`config.mk`:
```
export PLATFORM = sky130hd
export DESIGN_NAME = fill_span_engine
export DESIGN_NICKNAME = d
export VERILOG_FILES = /design/src/rtl/fill_span_engine.sv
export SDC_FILE = /design/constraint.sdc
export NUM_CORES = 1
export LEC_CHECK = 0
export CAP_MARGIN = 30
export CORE_ASPECT_RATIO = 2
export CORE_MARGIN = 2
export CORE_UTILIZATION = 30
export CTS_CLUSTER_SIZE = 30
export DETAILED_ROUTE_END_ITERATION = 8
export PLACE_DENSITY_LB_ADDON = 0.3
export RECOVER_POWER = 100
export SLEW_MARGIN = 25
export SYNTH_ARGS = -nofsm -noshare
export SYNTH_HDL_FRONTEND = slang
export SYNTH_SLANG_ARGS = --single-unit
export TNS_END_PERCENT = 100
```
`constraint.sdc`:
```
create_clock -name clk -period 3 [get_ports clk]
set_input_delay 0.75 -clock clk [delete_from_list [all_inputs] [get_ports clk]]
set_output_delay 0.75 -clock clk [all_outputs]
set_load 0.05 [all_outputs]
```
`src/rtl/fill_span_engine.sv`:
```
// fill_span_engine: walks one clipped scanline span and writes every pixel of it
// to the frame-buffer write port, then pulses fill_done once.
module fill_span_engine #(
   parameter int X_W      = 10,
   parameter int Y_W      = 9,
   parameter int SCREEN_W = 640,
   parameter int COLOR_W  = 8,
   parameter int ADDR_W   = 19
) (
   input  logic               clk,
   input  logic               n_rst,
   input  logic               fill_start,
   input  logic [Y_W-1:0]     row_y,
   input  logic [X_W-1:0]     x_a,
   input  logic [X_W-1:0]     x_b,
   input  logic [COLOR_W-1:0] color,
   input  logic               wr_ready,
   output logic               wr_en,
   output logic [ADDR_W-1:0]  wr_addr,
   output logic [COLOR_W-1:0] wr_data,
   output logic               fill_done,
   output logic               busy
);

   localparam logic [X_W-1:0]    X_MAX  = X_W'(SCREEN_W - 1);
   localparam logic [ADDR_W-1:0] STRIDE = ADDR_W'(SCREEN_W);

   typedef enum logic [2:0] {S_IDLE, S_LOAD, S_WRITE, S_DONE, S_REARM} state_t;

   // Span request as captured from the controller in IDLE.
   typedef struct packed {
      logic [Y_W-1:0]     row;
      logic [X_W-1:0]     xa;
      logic [X_W-1:0]     xb;
      logic [COLOR_W-1:0] color;
   } span_req_t;

   state_t            state, state_nxt;
   span_req_t         req;
   logic [X_W-1:0]    x, x_last;
   logic [ADDR_W-1:0] base;
   logic [X_W-1:0]    lo, hi_raw, hi;
   logic              span_empty;
   logic              last_px;

   // Order the endpoints, clip the top end to the screen, detect an off-screen span.
   always_comb begin
      lo         = (req.xa < req.xb) ? req.xa : req.xb;
      hi_raw     = (req.xa < req.xb) ? req.xb : req.xa;
      hi         = (hi_raw > X_MAX) ? X_MAX : hi_raw;
      span_empty = (lo > X_MAX);
   end

   assign last_px = (x == x_last);

   // Next-state logic for the span walk.
   always_comb begin
      state_nxt = state;
      case (state)
         S_IDLE:  if (fill_start) state_nxt = S_LOAD;
         S_LOAD:  state_nxt = span_empty ? S_DONE : S_WRITE;
         S_WRITE: if (wr_ready && last_px) state_nxt = S_DONE;
         S_DONE:  state_nxt = S_REARM;
         S_REARM: if (!fill_start) state_nxt = S_IDLE;
         default: state_nxt = S_IDLE;
      endcase
   end

   // State register; reset abandons any span in flight.
   always_ff @(posedge clk or negedge n_rst) begin
      if (!n_rst) state <= S_IDLE;
      else        state <= state_nxt;
   end

   // Request capture, span setup and pixel cursor.
   always_ff @(posedge clk or negedge n_rst) begin
      if (!n_rst) begin
         req    <= '0;
         x      <= '0;
         x_last <= '0;
         base   <= '0;
      end else begin
         if (state == S_IDLE && fill_start) begin
            req <= '{row: row_y, xa: x_a, xb: x_b, color: color};
         end
         if (state == S_LOAD && !span_empty) begin
            x      <= lo;
            x_last <= hi;
            // Widen before multiplying so the row offset is never truncated.
            base   <= ADDR_W'(req.row) * STRIDE;
         end
         // Cursor only moves on an accepted write, so a stall holds the address.
         if (state == S_WRITE && wr_ready && !last_px) x <= x + X_W'(1);
      end
   end

   assign wr_en     = (state == S_WRITE);
   assign wr_addr   = wr_en ? base + ADDR_W'(x) : '0;
   assign wr_data   = wr_en ? req.color : '0;
   assign fill_done = (state == S_DONE);
   assign busy      = (state != S_IDLE);

endmodule

```
==> results of run 1 <==
[routing by layer]
layer | track usage (%) | part of all wire (%)
met5 | 0 | 0
met4 | 7.898 | 3.9
met2 | 29.48 | 57
met3 | 3.307 | 3.3
met1 | 16.89 | 36
[repair_timing]
action,4_1_cts,5_1_grt
pin swaps,1,2
gates cloned,0,0
hold buffers,0,0
setup endpoints to repair,4,8
buffers inserted,1,0
gates resized for setup,3,6
[kinds of logic (layout without fill, tap and decap cells)]
logic type | count (synthesis) | in the layout | share of synthesized area [%]
AND/OR/NAND/NOR | 137 | 137 | 16.10
AO/OA/AOI/OAI | 86 | 86 | 13.13
flip-flops | 72 | 72 | 41.19
multiplexers | 46 | 46 | 12.16
buffers and inverters | 36 | 110 | 3.575
adder cells (fa/ha/maj) | 29 | 29 | 8.638
XOR/XNOR | 26 | 26 | 5.206
[power by group]
part           internal, W  total (W)  switching (W)
combinational      0.00198    0.00450        0.00252
clock             0.000661    0.00106       0.000403
sequential         0.00146    0.00200       0.000533
total              0.00410    0.00756        0.00346
[area by class of cell]
cell class	instances	area, sq um	share of cell area, %
clock buffer	12	246.5	4.382
clock inverter	3	42.54	0.7562
inverter	11	41.29	0.7340
multi-input combinational	324	2424	43.08
sequential	72	1804	32.07
tap	192	240.2	4.270
timing repair buffer	84	827.0	14.70
[flip-flops by register name, indices dropped and copies added (netlist names)]
name	count
x	10
state	3
req	37
base	12
x_last	10
[cell usage after synthesis, types with 3 or more instances]
master / count / area, sq um
a211oi_1: 4 / 30.03
nand2_1: 41 / 153.9
nor3_1: 16 / 80.08
mux2i_1: 7 / 70.07
nand2b_1: 4 / 25.02
a221o_1: 4 / 40.04
buf_2: 4 / 20.02
ha_1: 27 / 337.8
xor2_1: 16 / 140.1
a2bb2oi_1: 7 / 61.31
nand3_1: 6 / 30.03
a31oi_1: 3 / 18.77
o21ai_0: 22 / 110.1
and2_1: 4 / 25.02
mux2_2: 33 / 371.6
inv_1: 11 / 41.29
mux2_4: 6 / 90.09
a21oi_1: 22 / 110.1
clkbuf_1: 17 / 63.81
nand4_1: 5 / 31.28
nor2b_1: 4 / 25.02
a21o_1: 4 / 30.03
nor2_1: 18 / 67.56
dfrtp_1: 72 / 1802
and3_1: 22 / 137.6
xnor2_1: 10 / 87.58
or3_1: 5 / 31.28
[per-stage QoR]
stage	TNS (ns)	setup WS, ns
after floorplan	0	0.03598
after global placement	0	0.2785
after detailed placement	0	0.2120
after CTS	0	0.0003042
after global routing	-0.05784	-0.02554
final	0	0.09285
[worst max-delay path, delay by kind of cell, from the launching register on]
| family | cells | cell delay [ns] |
|---|---|---|
| AOI/OAI and AO/OA | 1 | 0.20 |
| xor gates and xnor gates | 1 | 0.14 |
| adders and majority gates | 2 | 0.59 |
| DFF | 1 | 0.40 |
| and+or+nand+nor | 2 | 0.35 |
| buffers and inverters | 1 | 0.15 |
[how the worst min path moves through the flow]
stage | end | slack [ns] | depth (start not counted)
floorplan | base[10]$_DFFE_PN0P_ | 0.45 | 0
global placement | req[0]$_DFFE_PN0P_ | 0.49 | 1
detailed placement | req[1]$_DFFE_PN0P_ | 0.50 | 1
CTS | req[7]$_DFFE_PN0P_ | 0.46 | 2
global route | req[0]$_DFFE_PN0P_ | 0.52 | 1
finish | req[0]$_DFFE_PN0P_ | 0.50 | 1
==> results_dict.tcl, run 1 <==
set metrics [dict create \
    gp_congestion 0.8941 \
    synthCells 432 \
    drive_above_1_share_pct 19.57 \
    grt-ovfl-total 0 \
    synth_cell_types 53 \
    synth-edff-count 0 \
    cts_buffers 9 \
    htreeDepth 3 \
    critPathCapture "wr_addr[15]" \
    crit_path_max_fanout 2 \
    grt_pass1_wl_um 19180 \
    die-width_um 89.39 \
    final_cell_count_no_fill 698 \
    irDropWorstVdd_v 0.0005125 \
    drt_pre_antenna_iters 4 \
    worstSetupPathType "reg2out" \
    clock_latency_ns 0.33 \
    startpoint_type "register" \
    rows 62 \
    final_common_cell "dfrtp_1" \
    clock-sinks 72 \
    layout_common_cells "dfrtp_1, nand2_1, clkdlybuf4s50_1" \
    arrival_ns 2.16 \
    tightest_slew_ns 1.869 \
    hp-class "reg2reg" \
    synth_area_sq_um 4374 \
    wl_um 11690 \
    detail-route-antenna-nets 0 \
    cpPeakStageDelay_ns 0.40 \
    timing.rr.start "req[17]$_DFFE_PN0P_" \
    clk_pin_slew_ns 0.05 \
    drt_iter0_markers 204 \
    ys_seq_area_share_pct 41.19 \
    cts_tree "built" \
    dieArea_sq_um 15620 \
    min_from "req[0]$_DFFE_PN0P_" \
    wl_per_cell_um 16.74 \
    fill_cells 1492 \
    place_hpwl_um 8902 \
    finalCritPeriodShare_pct 96.91 \
    worstSetupEndpointType "output pin" \
    p_per_area_nw_per_um2 1344 \
    fin_util_pct 39.41 \
    fmax_mhz 344.0 \
    rsz0062_at_grt "true" \
    rrSetupSlack_ns 0.19 \
    routed_via_density 5.072 \
    worstReg2RegEnd "base[10]$_DFFE_PN0P_" \
    violations "capacitance limit, slew limit" \
    avgSynthCellArea_sq_um 10.13 \
    synth_nets 502 \
    cts_buffer_depth 2 \
    portBuffers 70 \
    period_needed_ns 2.907 \
    track_usage_pct 16.20 \
    cts_root_buffer "clkbuf_16" \
    setup_viol 0 \
    grt_max_degree 73 \
    rr_worst_depth 10 \
    finClkSkew_ns 0.007657 \
    finalPower_w 0.007560 \
    slew_headroom_pct -24.57 \
    required_ns 2.25 \
    crit_path_top_delay_cell "dfrtp_2" \
    insertedDiodeCount 0 \
    slew_viol_final 73 \
    synth_flop_cell "dfrtp_1" \
    first_global_vias 3834 \
    cp_cell_sequence "ha_1 > fa_2 > a21o_1 > and4_1 > xnor2_2 > nor2_2 > buf_12" \
    vias 3540 \
    io_pins 71 \
    route.detailed.drc 0 \
    initial_utilization_pct 30.65 \
    fin_hold_ws_ns 0.5022 \
    synth_seq_cells 72 \
    fin_area_sq_um 5625 \
    dieHeight_um 174.8 \
    yosysWarnings 0 \
    core_sq_um 14270 \
    outcome "finished, violations left" \
    nNetsFinal 572 \
    p_leak_nw 2.469 \
    area_growth_pct 28.60 \
    maxCapViolations 1 \
    finalHoldViolations 0 \
    postPlaceCellArea_sq_um 5604 \
    async_flop_share_pct 100.0 \
    grt_antenna_before_repair 0 \
    crit_path_start "x[7]$_DFFE_PN0P_" \
    dp_cells 682 \
]
No activity file was read; power rests on OpenSTA's default activity.
==> run 2, diff against run 1 <==
--- a/config.mk
+++ b/config.mk
@@ -11,10 +11,11 @@
 export CORE_UTILIZATION = 30
 export CTS_CLUSTER_SIZE = 30
 export DETAILED_ROUTE_END_ITERATION = 8
+export GPL_TIMING_DRIVEN = 0
 export PLACE_DENSITY_LB_ADDON = 0.3
 export RECOVER_POWER = 100
 export SLEW_MARGIN = 25
 export SYNTH_ARGS = -nofsm -noshare
 export SYNTH_HDL_FRONTEND = slang
 export SYNTH_SLANG_ARGS = --single-unit
-export TNS_END_PERCENT = 100
+export TNS_END_PERCENT = 30
==> results_dict.tcl, run 2 (same netlist as run 1, synthesis figures left out) <==
set metrics [dict create \
    outcome "finished clean" \
    wl_per_cell_um 16.74 \
    insertedDiodeCount 0 \
    dieArea_sq_um 15620 \
    period_needed_ns 2.971 \
    worst_slack_ns 0.02900 \
    final_common_cell "dfrtp_1" \
    slew_viol_final 0 \
    fin_util_pct 39.68 \
    cts_buffer_depth 2 \
    tightest_slew_ns 1.396 \
    hp-class "reg2reg" \
    detail-route-antenna-nets 0 \
    required_ns 3.19 \
    nNetsFinal 586 \
    route.detailed.drc 0 \
    setup_viol 0 \
    grt_max_degree 52 \
    regMostFlops "req" \
    routed_via_density 5.101 \
    grt-ovfl-total 0 \
    cts_buffers 9 \
    post-place-ws_ns -0.3618 \
    finClkSkew_ns 0.006547 \
    wl_um 11940 \
    track_usage_pct 16.20 \
    grt_antenna_before_repair 0 \
    rrSetupSlack_ns 0.03 \
    dieHeight_um 174.8 \
    cts_tree "built" \
    ctsHoldBuffers 0 \
    worstSetupEndpointType "register" \
    p_per_area_nw_per_um2 1346 \
    ff_latch_area_sq_um 1803 \
    fill_cells 1493 \
    portBuffers 70 \
    rows 62 \
    maxCapViolations 0 \
    finalHoldViolations 0 \
    rsz0062_at_grt "true" \
    first_global_vias 3805 \
    drive_above_1_share_pct 19.58 \
    htreeDepth 3 \
    core_sq_um 14270 \
    drt_pre_antenna_iters 4 \
    clock_latency_ns 0.34 \
    arrival_ns 3.16 \
    irDropWorstVdd_v 0.0005500 \
    crit_path_max_fanout 10 \
    layout_common_cells "dfrtp_1, nand2_1, clkdlybuf4s50_1" \
    die-width_um 89.39 \
    io_pins 71 \
    cts_root_buffer "clkbuf_16" \
    clk_pin_slew_ns 0.06 \
    area_growth_pct 29.49 \
    largestRegisters "req x37, base x12" \
    finalCritPeriodShare_pct 99.03 \
    initial_utilization_pct 30.65 \
    slew_headroom_pct 6.961 \
    worstSetupPathType "reg2reg" \
    clock-sinks 72 \
    drt_iter0_markers 235 \
    p_leak_nw 2.492 \
    grt_pass1_wl_um 19020 \
    multiInputGateArea_sq_um 2449 \
    largest_register_ffs 37 \
    gp_congestion 0.9394 \
    startpoint_type "register" \
    fmax_mhz 336.6 \
    vias 3637 \
    place_hpwl_um 9201 \
]
[run 2: where the power goes]
group,internal [W],switching [W],leakage (nW)
Combinational,0.00191,0.00260,1.48
Clock,0.000749,0.000417,0.152
Sequential,0.00146,0.000488,0.862
[run 2: area by class of cell]
cell class / instances / area share (%)
buffer: 25 / 2.099
clock buffer: 11 / 4.285
clock inverter: 5 / 1.414
inverter: 11 / 0.7290
multi-input combinational: 324 / 43.23
sequential: 72 / 31.83
tap: 192 / 4.241
timing repair buffer: 73 / 12.17
[run 2: metrics by stage]
stage / total power (W) / area (sq um) / std cells / hold WS, ns / TNS (ns)
floorplan: 0.005153 / 4374 / 432 / 0.4544 / 0
global placement: 0.006359 / 5315 / 694 / 0.4835 / -112.51
detailed placement: 0.006450 / 5340 / 695 / 0.4903 / -7.656
CTS: 0.007642 / 5690 / 711 / 0.3204 / -0.06153
global route: 0.008188 / 5664 / 713 / 0.5199 / -0.3335
finish: 0.007621 / 5664 / 713 / 0.5014 / 0
[run 2: worst paths after layout]
| path | start | endpoint | depth (start not counted) |
|---|---|---|---|
| worst max-delay path | req[13]$_DFFE_PN0P_ | x[3]$_DFFE_PN0P_ | 9 |
| worst min-delay path | req[5]$_DFFE_PN0P_ | req[5]$_DFFE_PN0P_ | 1 |
| worst max register to register | req[13]$_DFFE_PN0P_ | x[3]$_DFFE_PN0P_ | 9 |
| worst min register to register | req[5]$_DFFE_PN0P_ | req[5]$_DFFE_PN0P_ | 1 |
| max in group asynchronous | n_rst | state[0]$_DFFE_PN0P_ | 2 |
| min in group asynchronous | n_rst | req[7]$_DFFE_PN0P_ | 1 |
[run 2: per-layer routing]
layer,track usage [%],share of wire (%)
met1,16.96,35
met2,29.20,57
met3,2.409,3.5
met4,9.453,4.8
met5,0,0
[run 2: worst max-delay path, stage by stage, from the launching register on]
cell and delay (ns):
dfrtp_1 0.37, inv_1 0.10, ha_1 0.35, a41oi_1 0.28, or3_1 0.16, clkbuf_1 0.28, nand2_1 0.35, clkbuf_1 0.31
a31oi_1 0.43, o221ai_1 0.19
[run 2: repair_timing]
| action | in CTS | in global routing |
|---|---|---|
| endpoints found under the setup margin | 31 | 29 |
| pin swaps | 1 | 0 |
| resized for setup | 98 | 25 |
| buffers inserted | 0 | 2 |
==> run 3, diff against run 2 <==
--- a/config.mk
+++ b/config.mk
@@ -11,6 +11,7 @@
 export CORE_UTILIZATION = 30
 export CTS_CLUSTER_SIZE = 30
 export DETAILED_ROUTE_END_ITERATION = 8
+export DONT_BUFFER_PORTS = 1
 export GPL_TIMING_DRIVEN = 0
 export PLACE_DENSITY_LB_ADDON = 0.3
 export RECOVER_POWER = 100
==> results_dict.tcl, run 3 (same netlist as run 1, synthesis figures left out) <==
set metrics [dict create \
    insertedDiodeCount 0 \
    track_usage_pct 16.26 \
    routed_via_density 5.176 \
    fill_cells 1449 \
    cts_buffer_depth 2 \
    clock-sinks 72 \
    clk_pin_slew_ns 0.06 \
    place_hpwl_um 9067 \
    dieHeight_um 174.8 \
    grt-ovfl-total 0 \
    drt_pre_antenna_iters 4 \
    final_common_cell "dfrtp_1" \
    wl_um 11910 \
    hp-class "in2async" \
    dieArea_sq_um 15620 \
    cts_buffers 9 \
    maxCapViolations 0 \
    use_met2_pct 29.81 \
    die-width_um 89.39 \
    worstSetupEndpointType "output pin" \
    grt_antenna_before_repair 0 \
    slew_headroom_pct 43.67 \
    outcome "finished clean" \
    gr-usage-met1_pct 16.96 \
    grt.met3_usage_pct 3.637 \
    largestRegisters "req x37, base x12" \
    period_needed_ns 2.951 \
    cts_tree "built" \
    rsz0062_at_grt "true" \
    fin_util_pct 35.96 \
    arrival_ns 2.20 \
    nNetsFinal 522 \
    regMostFlops "req" \
    crit_path_max_fanout 5 \
    portBuffers 0 \
    fin_tns_setup_ns 0 \
    initial_utilization_pct 30.65 \
    grt_max_degree 73 \
    core_sq_um 14270 \
    ctsHoldBuffers 0 \
    wl_per_cell_um 18.35 \
    vias 3359 \
    setup_viol 0 \
    worstSetupPathType "reg2out" \
    area_growth_pct 17.33 \
    rr_worst_depth 11 \
    tightest_slew_ns 0.8403 \
    startpoint_type "register" \
    htreeDepth 3 \
    route.detailed.drc 0 \
    grt-busiest-layer "met2" \
    finalCritPeriodShare_pct 98.38 \
    fmax_mhz 338.8 \
    slew_viol_final 0 \
    io_pins 71 \
    detail-route-antenna-nets 0 \
    drt_iter0_markers 193 \
    required_ns 2.25 \
    drive_above_1_share_pct 22.98 \
    cts_root_buffer "clkbuf_16" \
    first_global_vias 3655 \
    largest_register_ffs 37 \
    finClkSkew_ns 0.007147 \
    clock_latency_ns 0.34 \
    grt_pass1_wl_um 19120 \
    rows 62 \
    layout_common_cells "dfrtp_1, nand2_1, mux2_2" \
    gp_congestion 0.9015 \
    finalHoldViolations 0 \
]
-- run 3: area by class of cell --
cell class                      count  area (sq um)  area share (%)
Sequential cell                    72          1804           35.15
Buffer                             25         121.4           2.365
Tap cell                          192         240.2           4.681
Clock buffer                       14         284.0           5.534
Inverter                           11         41.29          0.8045
Multi-Input combinational cell    324          2535           49.39
Timing Repair Buffer                9         71.32           1.390
Clock inverter                      2         35.03          0.6826
-- run 3: timing repair --
| item | in CTS | in global routing |
|---|---|---|
| setup buffers | 0 | 7 |
| pin swaps | 1 | 4 |
| setup endpoints to repair | 29 | 47 |
| resized for setup | 23 | 24 |
| hold endpoints to repair | 0 | 0 |
-- run 3: critical path, stage by stage, from the launching register on --
cell     delay [ns]
dfrtp_2        0.44
ha_2           0.21
fa_2           0.35
a21o_1         0.22
and4_1         0.21
xnor2_1        0.15
nor2_4         0.29
-- run 3: final timing paths --
path	from	endpoint	slack (ns)
setup reg to reg	req[17]$_DFFE_PN0P_	base[13]$_DFFE_PN0P_	0.23
max in group asynchronous	n_rst	req[16]$_DFFE_PN0P_	2.73
hold reg to reg	req[7]$_DFFE_PN0P_	req[7]$_DFFE_PN0P_	0.50
setup / recovery	x[7]$_DFFE_PN0P_	wr_addr[15]	0.05
min in group clk	req[7]$_DFFE_PN0P_	req[7]$_DFFE_PN0P_	0.50
hold / removal	n_rst	req[7]$_DFFE_PN0P_	0.11
-- run 3: routing by layer --
layer / vias up / part of all wire, % / routed length, um
li1: 1602 / - / -
met1: 1638 / 36 / 4253
met2: 94 / 56 / 6711
met3: 25 / 4.4 / 526
met4: 0 / 3.5 / 418
met5: - / 0 / 0
-- run 3: stage by stage --
step	instance area, sq um	setup WS [ns]	instances	hold WS, ns
finish	5132	0.04870	649	0.1110
global route	5132	-0.03788	649	0.09721
floorplan	4374	0.03598	432	0.4544
CTS	5031	-0.02992	642	0.1026
global placement	4614	-0.2571	624	0.4583
detailed placement	4634	-0.1221	626	0.4581
Power of run 3 is not shown: default switching activity piles up to over one toggle a cycle in this logic, so the estimate is an artifact.
